--- config.mk ---
export PLATFORM = sky130hd
export DESIGN_NAME = arb_req4
export DESIGN_NICKNAME = d
export VERILOG_FILES = /design/src/rtl/arb_req4.sv
export SDC_FILE = /design/constraint.sdc
export NUM_CORES = 1
export LEC_CHECK = 0
export CAP_MARGIN = 20
export CELL_PAD_IN_SITES_DETAIL_PLACEMENT = 0
export CELL_PAD_IN_SITES_GLOBAL_PLACEMENT = 1
export CORE_MARGIN = 5
export CORE_UTILIZATION = 43
export CTS_BUF_LIST = sky130_fd_sc_hd__clkbuf_16
export DETAILED_ROUTE_END_ITERATION = 10
export PLACE_DENSITY_LB_ADDON = 0.05
export SKIP_CTS_REPAIR_TIMING = 1
export SLEW_MARGIN = 20
export SYNTH_ARGS = -nofsm -noshare
export SYNTH_HDL_FRONTEND = slang
export SYNTH_SLANG_ARGS = --single-unit
--- constraint.sdc ---
create_clock -name clock -period 5.6 [get_ports clock]
set_input_delay 1.12 -clock clock [delete_from_list [all_inputs] [get_ports clock]]
set_output_delay 1.12 -clock clock [all_outputs]
set_load 0.005 [all_outputs]
--- src/rtl/arb_req4.sv ---
// Requester-side agent for a 4-line rotating-priority arbiter: queues per-line
// transactions, drives req/en, retires grants and polices the grant stream.
module arb_req4 #(
    parameter int CNT_W      = 3,
    parameter int STARVE_LIM = 6
) (
    input  logic                 clock,
    input  logic                 reset,
    input  logic [3:0]           push,
    input  logic                 hold,
    input  logic                 clr_err,
    input  logic [3:0]           gnt,
    output logic [3:0]           req,
    output logic                 en,
    output logic [3:0]           done,
    output logic [4*CNT_W-1:0]   pend,
    output logic [3:0]           full,
    output logic [3:0]           overflow,
    output logic                 err_multi,
    output logic                 err_spur,
    output logic [3:0]           starve,
    output logic [15:0]          gnt_total
);

    localparam logic [CNT_W-1:0] CNT_MAX  = '1;
    localparam logic [3:0]       WAIT_MAX = 4'hF;
    localparam logic [3:0]       LIM      = 4'(STARVE_LIM);

    logic [CNT_W-1:0] cnt_q  [4];
    logic [CNT_W-1:0] cnt_d  [4];
    logic [3:0]       wait_q [4];
    logic [3:0]       wait_d [4];

    logic       gnt_onehot;
    logic       gnt_multi;
    logic       spur_hit;
    logic [3:0] valid_g;
    logic [3:0] ovf_hit;
    logic [3:0] starve_hit;

    // req/en/full/pend come from registers only; gnt never feeds back into them
    always_comb begin
        for (int i = 0; i < 4; i++) begin
            req[i]                  = (cnt_q[i] != '0);
            full[i]                 = (cnt_q[i] == CNT_MAX);
            pend[i*CNT_W +: CNT_W]  = cnt_q[i];
        end
    end

    assign en = (|req) & ~hold;

    always_comb begin
        gnt_onehot = (gnt != 4'd0) && ((gnt & (gnt - 4'd1)) == 4'd0);
        gnt_multi  = (gnt != 4'd0) && !gnt_onehot;
        spur_hit   = (|(gnt & ~req)) || ((gnt != 4'd0) && !en);
        valid_g    = (gnt_onehot && en && ((req & gnt) != 4'd0)) ? gnt : 4'd0;
    end

    always_comb begin
        for (int i = 0; i < 4; i++) begin
            cnt_d[i]   = cnt_q[i];
            ovf_hit[i] = 1'b0;
            if (push[i] && !valid_g[i]) begin
                if (full[i]) ovf_hit[i] = 1'b1;
                else         cnt_d[i]   = cnt_q[i] + 1'b1;
            end else if (valid_g[i] && !push[i]) begin
                cnt_d[i] = cnt_q[i] - 1'b1;
            end

            // paused cycles (en low) neither count nor clear
            if (!req[i] || valid_g[i])
                wait_d[i] = 4'd0;
            else if (en && (wait_q[i] != WAIT_MAX))
                wait_d[i] = wait_q[i] + 4'd1;
            else
                wait_d[i] = wait_q[i];

            starve_hit[i] = (wait_d[i] == LIM);
        end
    end

    always_ff @(posedge clock or negedge reset) begin
        if (!reset) begin
            for (int i = 0; i < 4; i++) begin
                cnt_q[i]  <= '0;
                wait_q[i] <= 4'd0;
            end
            done      <= 4'd0;
            overflow  <= 4'd0;
            err_multi <= 1'b0;
            err_spur  <= 1'b0;
            starve    <= 4'd0;
            gnt_total <= 16'd0;
        end else begin
            for (int i = 0; i < 4; i++) begin
                cnt_q[i]  <= cnt_d[i];
                wait_q[i] <= wait_d[i];
            end
            done      <= valid_g;
            overflow  <= (clr_err ? 4'd0 : overflow) | ovf_hit;
            err_multi <= (err_multi & ~clr_err) | gnt_multi;
            err_spur  <= (err_spur & ~clr_err) | spur_hit;
            starve    <= (clr_err ? 4'd0 : starve) | starve_hit;
            if (valid_g != 4'd0)
                gnt_total <= gnt_total + 16'd1;
        end
    end

endmodule

==> results by stage, run 1 <==
Power:
- The proportion of power drawn by the clock network is 26.4%.
- The part of the total power dissipated in combinational logic is 35.6%.
- The internal cell power is 1.292 mW.
- The share of total power consumed by net switching is 34.80%.
- The net switching component of the power is 0.6894 mW.
- In this run the static leakage power is 1.857 nW.
- For this design the ratio of total power to cell area is 470.1 nW/um2.
- Power comes to 1.981 mW.
- The sequential group share of total power is 38.0%.
- The maximum vdd ir drop is 0.2315 mV.

Layout:
- In the final layout, the share of cells above drive strength 1 is 11.52%.
- The core utilization of the finished layout is 57.79%.
- The finished layout holds 481 standard cells, fillers aside.
- The layout net count is 398.
- The total inserted antenna cells is 0.
- The layout has 692 filler cells.
- In the layout the commonest cells are sky130_fd_sc_hd__clkdlybuf4s50_1 (61), sky130_fd_sc_hd__dfrtp_1 (58), sky130_fd_sc_hd__nand2_1 (31), sky130_fd_sc_hd__nand3_1 (21), sky130_fd_sc_hd__a21oi_1 (20).
- The most common cell after layout, fill and taps aside is sky130_fd_sc_hd__clkdlybuf4s50_1.
- With fillers left out, the area of the finished cells amounts to 4214 um2.
- The area added between synthesis and finish is 29.99%.

Worst hold path:
- The hold-critical path endpoint is gnt_total[15].
- The worst hold path depth is 1.
- The class of the worst hold path is reg -> reg.
- The hold path startpoint is gnt_total[15].

STA:
- Setup repair after global routing left no endpoint under its margin.
- Headroom to the max-slew limit came out at 50.48%.
- Based on the critical path, the design can be clocked at up to 278.0 MHz.
- The final critical-path share of the clock period is 64.23%.
- The time the final worst path needs with I/O delays and setup is 3597 ps.
- The number of max-slew violations in the final report is 0.
- The smallest setup slack after layout is 2003 ps.
- Setup violations remaining at the end of the flow were counted as 0.
- The sum of negative setup slack is 0 ps.
- At the pin with the least slew margin, the transition time is 742.8 ps.
- The worst hold slack is 458.7 ps.
- The count of endpoints failing hold in the final timing report is 0.
- The setup clock skew after layout is 6.642 ps.

Critical path:
- In this run the critical register-to-register path is launched from pend[10].
- The critical-path cell with the highest stage delay is sky130_fd_sc_hd__clkdlybuf4s50_1.
- The worst setup path is captured at a flip-flop.
- The arrival time reported for the critical path endpoint is 3810 ps.
- The signal on the critical path passes through clkdlybuf4s50_1 -> xor2_1 -> o211a_1 -> o2111ai_4 -> nand2_1 -> fa_1 -> or3_1 -> a31o_1.
- The number of cells on the worst reg-to-reg path is 8.
- The launch point of the critical path is gnt[2].
- The largest stage delay on the critical path is 600 ps.
- Data on the critical path is required at its endpoint by 5810 ps.
- Across all register-to-register paths, the minimum setup slack is 2810 ps.
- The type of the setup path with the least slack is in -> reg.
- The launching element type of the critical path is an input port.
- The maximum fanout count along the critical path is 10.
- The endpoint identified for the worst register-to-register timing path is pend[8].

Clock network:
- The insertion delay to the later sink of the worst-skew pair is 320 ps.
- The level count of the clock H-tree is 3.
- Counting along the longest clock path gives a buffer depth of 2.
- The clock tree from TritonCTS is done.
- The number of clock buffers added by TritonCTS is 9.
- The clock net sink count is 58.
- Clock-pin slew was measured on the worst setup and hold paths at 50 ps.
- The tree is rooted in a sky130_fd_sc_hd__clkbuf_16.

Global routing:
- The initial antenna violation count is 0.
- The first global-routing pass estimated 12.43 mm of wire.
- Entering global routing, the biggest net connects 59 pins.
- The via count of the first global-routing pass is 2,505.
- The remaining global-route overflow is 0.
- The overall track demand over capacity in global routing is 16.18%.

Placed design:
- The pre-CTS worst setup slack is 1664 ps.
- The placed standard-cell area is 3929 um2.
- The count of buffers added on input and output ports is 62.
- The cell count after placement is 465.
- The detailed placement HPWL is 5.144 mm.
- The final weighted congestion of routability-driven global placement is 0.7696.

Yosys:
- The warning count from the yosys run is 0.
- The post-synthesis net count is 332.
- The count of flip-flops with a built-in enable after synthesis is 0.
- The share of the yosys chip area belonging to registers is 44.77%.
- Synthesis inferred 58 register bits.
- The primary flip-flop cell chosen by synthesis mapping is sky130_fd_sc_hd__dfrtp_1.
- After synthesis the cells add up to 3242 um2.
- After synthesis, the netlist uses 64 different library cells.
- Counting flops with an async set or reset pin after synthesis yields a share of 100.0%.
- After synthesis, the mean cell area works out to 10.42 um2.
- Counting every instance in the synthesized netlist gives 311.

Floorplanning:
- The initial cell density of the core is 44.46%.
- The die covers 9376 um2.
- Measured along the x axis, the die boundary spans 96.83 um.
- The I/O pin count is 63.
- The total area inside the core boundary comes to 7292 um2.
- The height of the chip is 96.83 um.
- After floorplanning, the core was divided into 31 placement rows.

Route:
- The aggregate routed wire length is 7.091 mm.
- Signal routing reaches up to met4.
- The wire length per cell after detailed routing is 14.74 um.
- Summed over all nets, wire length on met2 after detailed routing comes to 3.085 mm.
- Using the TritonRoute via totals, the vias-per-cell ratio works out to 5.337.
- The DRC violation count after routing is 0.
- The met3 routed wirelength is 405 um.
- The pre-antenna-repair detailed-routing pass consisted of 4 iterations.
- In this run the remaining antenna-violating nets after routing total 0.
- Summing over every cut layer, the via total after detailed routing is 2,567.
- After the first detailed-routing iteration, the DRC count stood at 146.
- The wire length on met1 is 3.455 mm.

Status:
- The run finished with clean final reports.

Flow run:
- The number of violations of the max-capacitance limit is 0.
==> sequential cells by signal (all words and copies together), names as in the netlist <==
register	flops
starve	4
err_spur	1
done	4
pend	12
gnt_total	16
wait_q	16
err_multi	1
overflow	4
==> layout make-up <==
type | instances | area [um2] | area share, %
tap | 99 | 123.9 | 2.939
clock inverter | 7 | 60.06 | 1.425
multi-input combinational | 227 | 1659 | 39.37
clock buffer | 9 | 225.2 | 5.344
timing repair buffer | 64 | 630.6 | 14.96
sequential | 58 | 1451 | 34.44
inverter | 17 | 63.81 | 1.514
==> critical path: cells and delay by family <==
kind                       cells  cell delay (ps)
AOI/OAI and AO/OA              3              880
buffers and inverters          1              600
and+or+nand+nor                2              550
adders and majority gates      1              420
xor gates and xnor gates       1              240
==> Yosys cell counts, drive strengths merged (2+ instances only) <==
library cell,count,area [um2]
nand4,12,96.34
o211a,2,27.53
o2bb2ai,4,35.03
nor3,12,96.35
nand2,32,122.6
ha,5,62.56
and4b,5,50.05
buf,7,60.06
or2,4,25.03
xnor2,10,87.58
a211oi,4,30.03
o21ai,7,35.03
nor2,18,67.56
nor4,2,12.51
dfrtp,58,1451
and3,6,37.54
xor2,11,96.34
nand3,21,105.1
mux2i,7,70.07
a32o,2,20.02
clkbuf,2,7.510
fa,4,80.08
o31ai,3,32.53
o2111ai,4,65.07
a21oi,21,116.4
a41oi,2,36.29
a31o,4,35.04
or3,2,12.51
nor2b,3,18.77
nand2b,2,12.51
inv,16,60.05
and2,3,20.02
mux2,3,33.78
==> how the worst max path moves through the flow <==
stage	to	slack, ps
floorplan	pend[8]	2400
global placement	pend[8]	1730
detailed placement	pend[8]	1660
CTS	pend[8]	2010
global route	pend[5]	1810
finish	pend[8]	2000
==> routing by layer <==
layer | GRT usage, % | vias to the layer above
li1 | - | 1271
met1 | 21.79 | 1211
met2 | 23.62 | 75
met3 | 5.971 | 10
met4 | 6.156 | 0
met5 | 0 | -
==> power groups by stage <==
stage / registers [mW] / clock network [mW] / logic, mW
6_report: 0.753 / 0.523 / 0.705
5_1_grt: 0.784 / 0.558 / 0.799
4_1_cts: 0.755 / 0.537 / 0.716
3_5_place_dp: 0.759 / 0 / 0.712
3_3_place_gp: 0.758 / 0 / 0.703
2_1_floorplan: 0.727 / 0 / 0.404
==> cells by family (layout without fill, tap and decap cells) <==
group | after synthesis | count (layout) | synth area share (%)
AO/OA/AOI/OAI | 60 | 60 | 15.71
flip-flops | 58 | 58 | 44.77
buffers and inverters | 26 | 97 | 4.052
multiplexers | 10 | 10 | 3.203
XOR/XNOR | 21 | 21 | 5.673
AND/OR/NAND/NOR | 126 | 126 | 21.88
adder cells (fa/ha/maj) | 10 | 10 | 4.709
Power figures use the tool's default switching activity.
==> inputs of run 2 (changes only) <==
--- a/config.mk
+++ b/config.mk
@@ -9,7 +9,7 @@
 export CELL_PAD_IN_SITES_DETAIL_PLACEMENT = 0
 export CELL_PAD_IN_SITES_GLOBAL_PLACEMENT = 1
 export CORE_MARGIN = 5
-export CORE_UTILIZATION = 43
+export CORE_UTILIZATION = 36
 export CTS_BUF_LIST = sky130_fd_sc_hd__clkbuf_16
 export DETAILED_ROUTE_END_ITERATION = 10
 export PLACE_DENSITY_LB_ADDON = 0.05
==> constraint.sdc (replaced) <==
create_clock -name clock -period 3 [get_ports clock]
set_input_delay 0.6 -clock clock [delete_from_list [all_inputs] [get_ports clock]]
set_output_delay 0.6 -clock clock [all_outputs]
set_load 0.005 [all_outputs]
==> results by stage, run 2 (synthesized netlist as in run 1, its figures left out) <==
Clock network:
- The clock net sink count is 58 (unchanged).
- The level count of the clock H-tree is 3 (unchanged).
- The CTS clock-pin slew for the worst setup and hold paths is 50 ps (about the same).
- The clock root buffer is sky130_fd_sc_hd__clkbuf_16.
- The number of buffers created by CTS is 9 (unchanged).
- The largest buffer count on any clock path came to 2 (unchanged).
- The clock tree from TritonCTS is done.
- The insertion delay to the later sink of the worst-skew pair is 320 ps (about the same).

Route:
- The number of nets still failing antenna checks after routing was 0 (unchanged).
- The DRC violation count after routing is 0 (unchanged).
- The first-pass detailed-route iteration total is 4 (unchanged).
- The detailed-route vias per instance is 5.165 (-3.2%).
- The number of DRC markers after the initial detailed-route iteration was 82 (-44%).
- The vias after detailed routing is 2,634 (+2.6%).
- The aggregate routed wire length is 7.829 mm (+10%).
- The wire length per cell after detailed routing is 15.35 um (+4.1%).

Critical path:
- The maximum fanout count along the critical path is 5 (-5).
- Traced cell by cell, the critical path runs through clkdlybuf4s50_1 -> xor2_1 -> o211a_1 -> o2111ai_2 -> nand2_1 -> fa_1 -> or3_1 -> a21oi_1 -> a31o_1.
- The arrival time reported for the critical path endpoint is 3040 ps (-770 ps).
- The critical path buffer and inverter count is 1 (unchanged).
- The kind of capture point of the worst setup path is a flip-flop.
- For this design, the slowest cell found on the critical path is sky130_fd_sc_hd__clkdlybuf4s50_1.
- The largest stage delay on the critical path is 560 ps (-40 ps).
- Broken down by cell family, the worst path's largest delay share belongs to compound AO/OA/AOI/OAI gates.
- The required time of the critical path is 3260 ps (-2550 ps).
- STA classifies the critical path startpoint as an input port.
- The type of the setup path with the least slack is in -> reg.

Layout:
- The library cell used most frequently in the layout, excluding fill and tap cells, is sky130_fd_sc_hd__clkdlybuf4s50_1.
- The register area is 1451 um2 (unchanged).
- The count of filler cells inserted in the layout is 832 (+20%).
- From synthesis to final layout, the design area changed by 36.09%.
- Leaving out fill and tap cells, the most frequent cells in the layout are sky130_fd_sc_hd__clkdlybuf4s50_1 (61), sky130_fd_sc_hd__dfrtp_1 (58), sky130_fd_sc_hd__nand2_1 (31), sky130_fd_sc_hd__nand3_1 (21), sky130_fd_sc_hd__buf_4 (21).
- The layout net count came to 418 (+5.0%).
- The total inserted antenna cells is 0 (unchanged).
- The area of all placed cells without fillers is 4412 um2 (+4.7%).
- The share of post-route cells with drive strength above 1 is 15.67% (+4.2 points).
- The total area of multi-input combinational cells is 1659 um2 (unchanged).

STA:
- The sum of negative setup slack is 0 ps (unchanged).
- The total setup violations reported at the end of the flow is 0 (unchanged).
- The count of endpoints failing hold in the final timing report is 0 (unchanged).
- After layout, the minimum clock period comes to 2780 ps.
- The setup clock skew after layout is 6.568 ps (-0.07397 ps).
- The transition time at the pin with the least slew margin is 402.3 ps (-340.5 ps).
- The achievable clock frequency is 359.8 MHz.
- The worst max-slew margin expressed relative to the limit came to 73.10% (+23 points).
- The number of max-slew violations in the final report is 0 (unchanged).
- In the finished design, the share of the clock period the worst path needs comes to 92.66%.
- Setup repair after global routing left no endpoint under its margin.

Status:
- The flow ran to the end, and the final reports show no timing, DRC or antenna violations.

Power:
- The leakage power of the design is 1.964 nW (+5.8%).
- The net switching component of the power is 1.321 mW (+92%).
- The part of the total power dissipated in combinational logic is 35.5% (about the same).
- The proportion of power drawn by the clock network is 27.8% (+1.4 points).
- The maximum vdd ir drop is 0.3554 mV (+54%).
- The internal cell power came to 2.530 mW (+96%).
- The share of total power consumed by net switching is 34.31% (-0.50 points).
- The final total power is 3.851 mW (+94%).
- The areal power density over the cells was 872.9 nW/um2 (+86%).
- The sequential group share of total power came to 36.7% (-1.3 points).

Floorplanning:
- The number of cell rows came to 34 (+9.7%).
- The initial cell density of the core is 36.99% (-7.5 points).
- The height of the chip was 104.9 um (+8.3%).
- The horizontal die dimension was 104.9 um (+8.3%).
- The overall die area is 11,000 um2 (+17%).
- The I/O pin count was 63 (unchanged).
- The area inside the core boundary was 8763 um2 (+20%).

Placed design:
- The placed standard-cell area was 4103 um2 (+4.4%).
- The final weighted congestion of routability-driven global placement came to 0.8003 (+4.0%).
- The count of input and output buffers is 62 (unchanged).
- The detailed placement HPWL is 5.604 mm (+8.9%).

Global routing:
- The global-route wire length before repair was 13.41 mm (+7.9%).
- The initial antenna violation count came to 0 (unchanged).
- The remaining global-route overflow was 0 (unchanged).
- The pin count of the biggest net entering global routing is 59 (unchanged).
- The via count of the first global-routing pass is 2,674 (+6.7%).
- The overall track demand over capacity in global routing is 14.91% (-1.3 points).

Worst hold path:
- The class of the worst hold path is in -> async.

Flow run:
- The number of violations of the max-capacitance limit is 0 (unchanged).
[run 2: per-stage QoR]
| step | utilization (%) | std cells | hold WS, ps | worst slack [ps] |
|---|---|---|---|---|
| CTS | 50.34 | 510 | 292.3 | 213.8 |
| finish | 50.34 | 510 | 279.4 | 220.3 |
| global route | 50.34 | 510 | 308.5 | 52.90 |
| global placement | 46.82 | 494 | 455.0 | -49.39 |
| floorplan | - | 311 | 304.4 | 318.3 |
| detailed placement | 46.82 | 494 | 457.8 | -103.2 |
[run 2: layer usage]
metal / GRT usage (%) / up-vias / part of all wire (%)
met5: 0 / - / 0
met4: 4.658 / 0 / 1.1
met2: 23.29 / 53 / 45
met3: 4.316 / 7 / 4.4
li1: - / 1304 / -
met1: 19.99 / 1270 / 49
[run 2: worst reg2reg max path: stages, from the launching register on]
cell                        delay [ps]
sky130_fd_sc_hd__dfrtp_1           480
sky130_fd_sc_hd__nor3_2            420
sky130_fd_sc_hd__a41oi_4           290
sky130_fd_sc_hd__o2111ai_2         150
sky130_fd_sc_hd__nand2_1           110
sky130_fd_sc_hd__fa_1              430
sky130_fd_sc_hd__or3_1             390
sky130_fd_sc_hd__a21oi_1           170
sky130_fd_sc_hd__a31o_1            110
[run 2: path summary, 6_finish.rpt]
kind | start | end | slack [ps] | depth (start not counted)
max in group asynchronous | reset | overflow[1] | 2460 | 2
worst max-delay path | gnt[3] | pend[5] | 220 | 9
worst min register to register | gnt_total[15] | gnt_total[15] | 460 | 1
worst max register to register | pend[4] | pend[5] | 390 | 8
worst min-delay path | reset | wait_q[0] | 280 | 2
min in group clock | gnt_total[15] | gnt_total[15] | 460 | 1
[run 2: cell type report]
cell class,count,area share [%]
Clock buffer,9,5.105
Sequential cell,58,32.90
Multi-Input combinational cell,227,37.61
Tap cell,108,3.063
Clock inverter,7,1.900
Inverter,17,1.446
Timing Repair Buffer,84,17.98
[run 2: power by group through the flow]
| stage | sequential, mW | clock [mW] | combinational (mW) |
|---|---|---|---|
| after floorplan | 1.36 | 0 | 0.754 |
| after global placement | 1.42 | 0 | 1.37 |
| after detailed placement | 1.42 | 0 | 1.38 |
| after CTS | 1.42 | 1.09 | 1.40 |
| after global routing | 1.48 | 1.14 | 1.53 |
| final | 1.41 | 1.07 | 1.37 |
==> inputs of run 3 (changes only) <==
--- a/config.mk
+++ b/config.mk
@@ -5,6 +5,7 @@
 export SDC_FILE = /design/constraint.sdc
 export NUM_CORES = 1
 export LEC_CHECK = 0
+export ABC_CLOCK_PERIOD_IN_PS = 3000
 export CAP_MARGIN = 20
 export CELL_PAD_IN_SITES_DETAIL_PLACEMENT = 0
 export CELL_PAD_IN_SITES_GLOBAL_PLACEMENT = 1
==> results of run 3 <==
Final layout, timing and power as in run 2 (identical DEF).
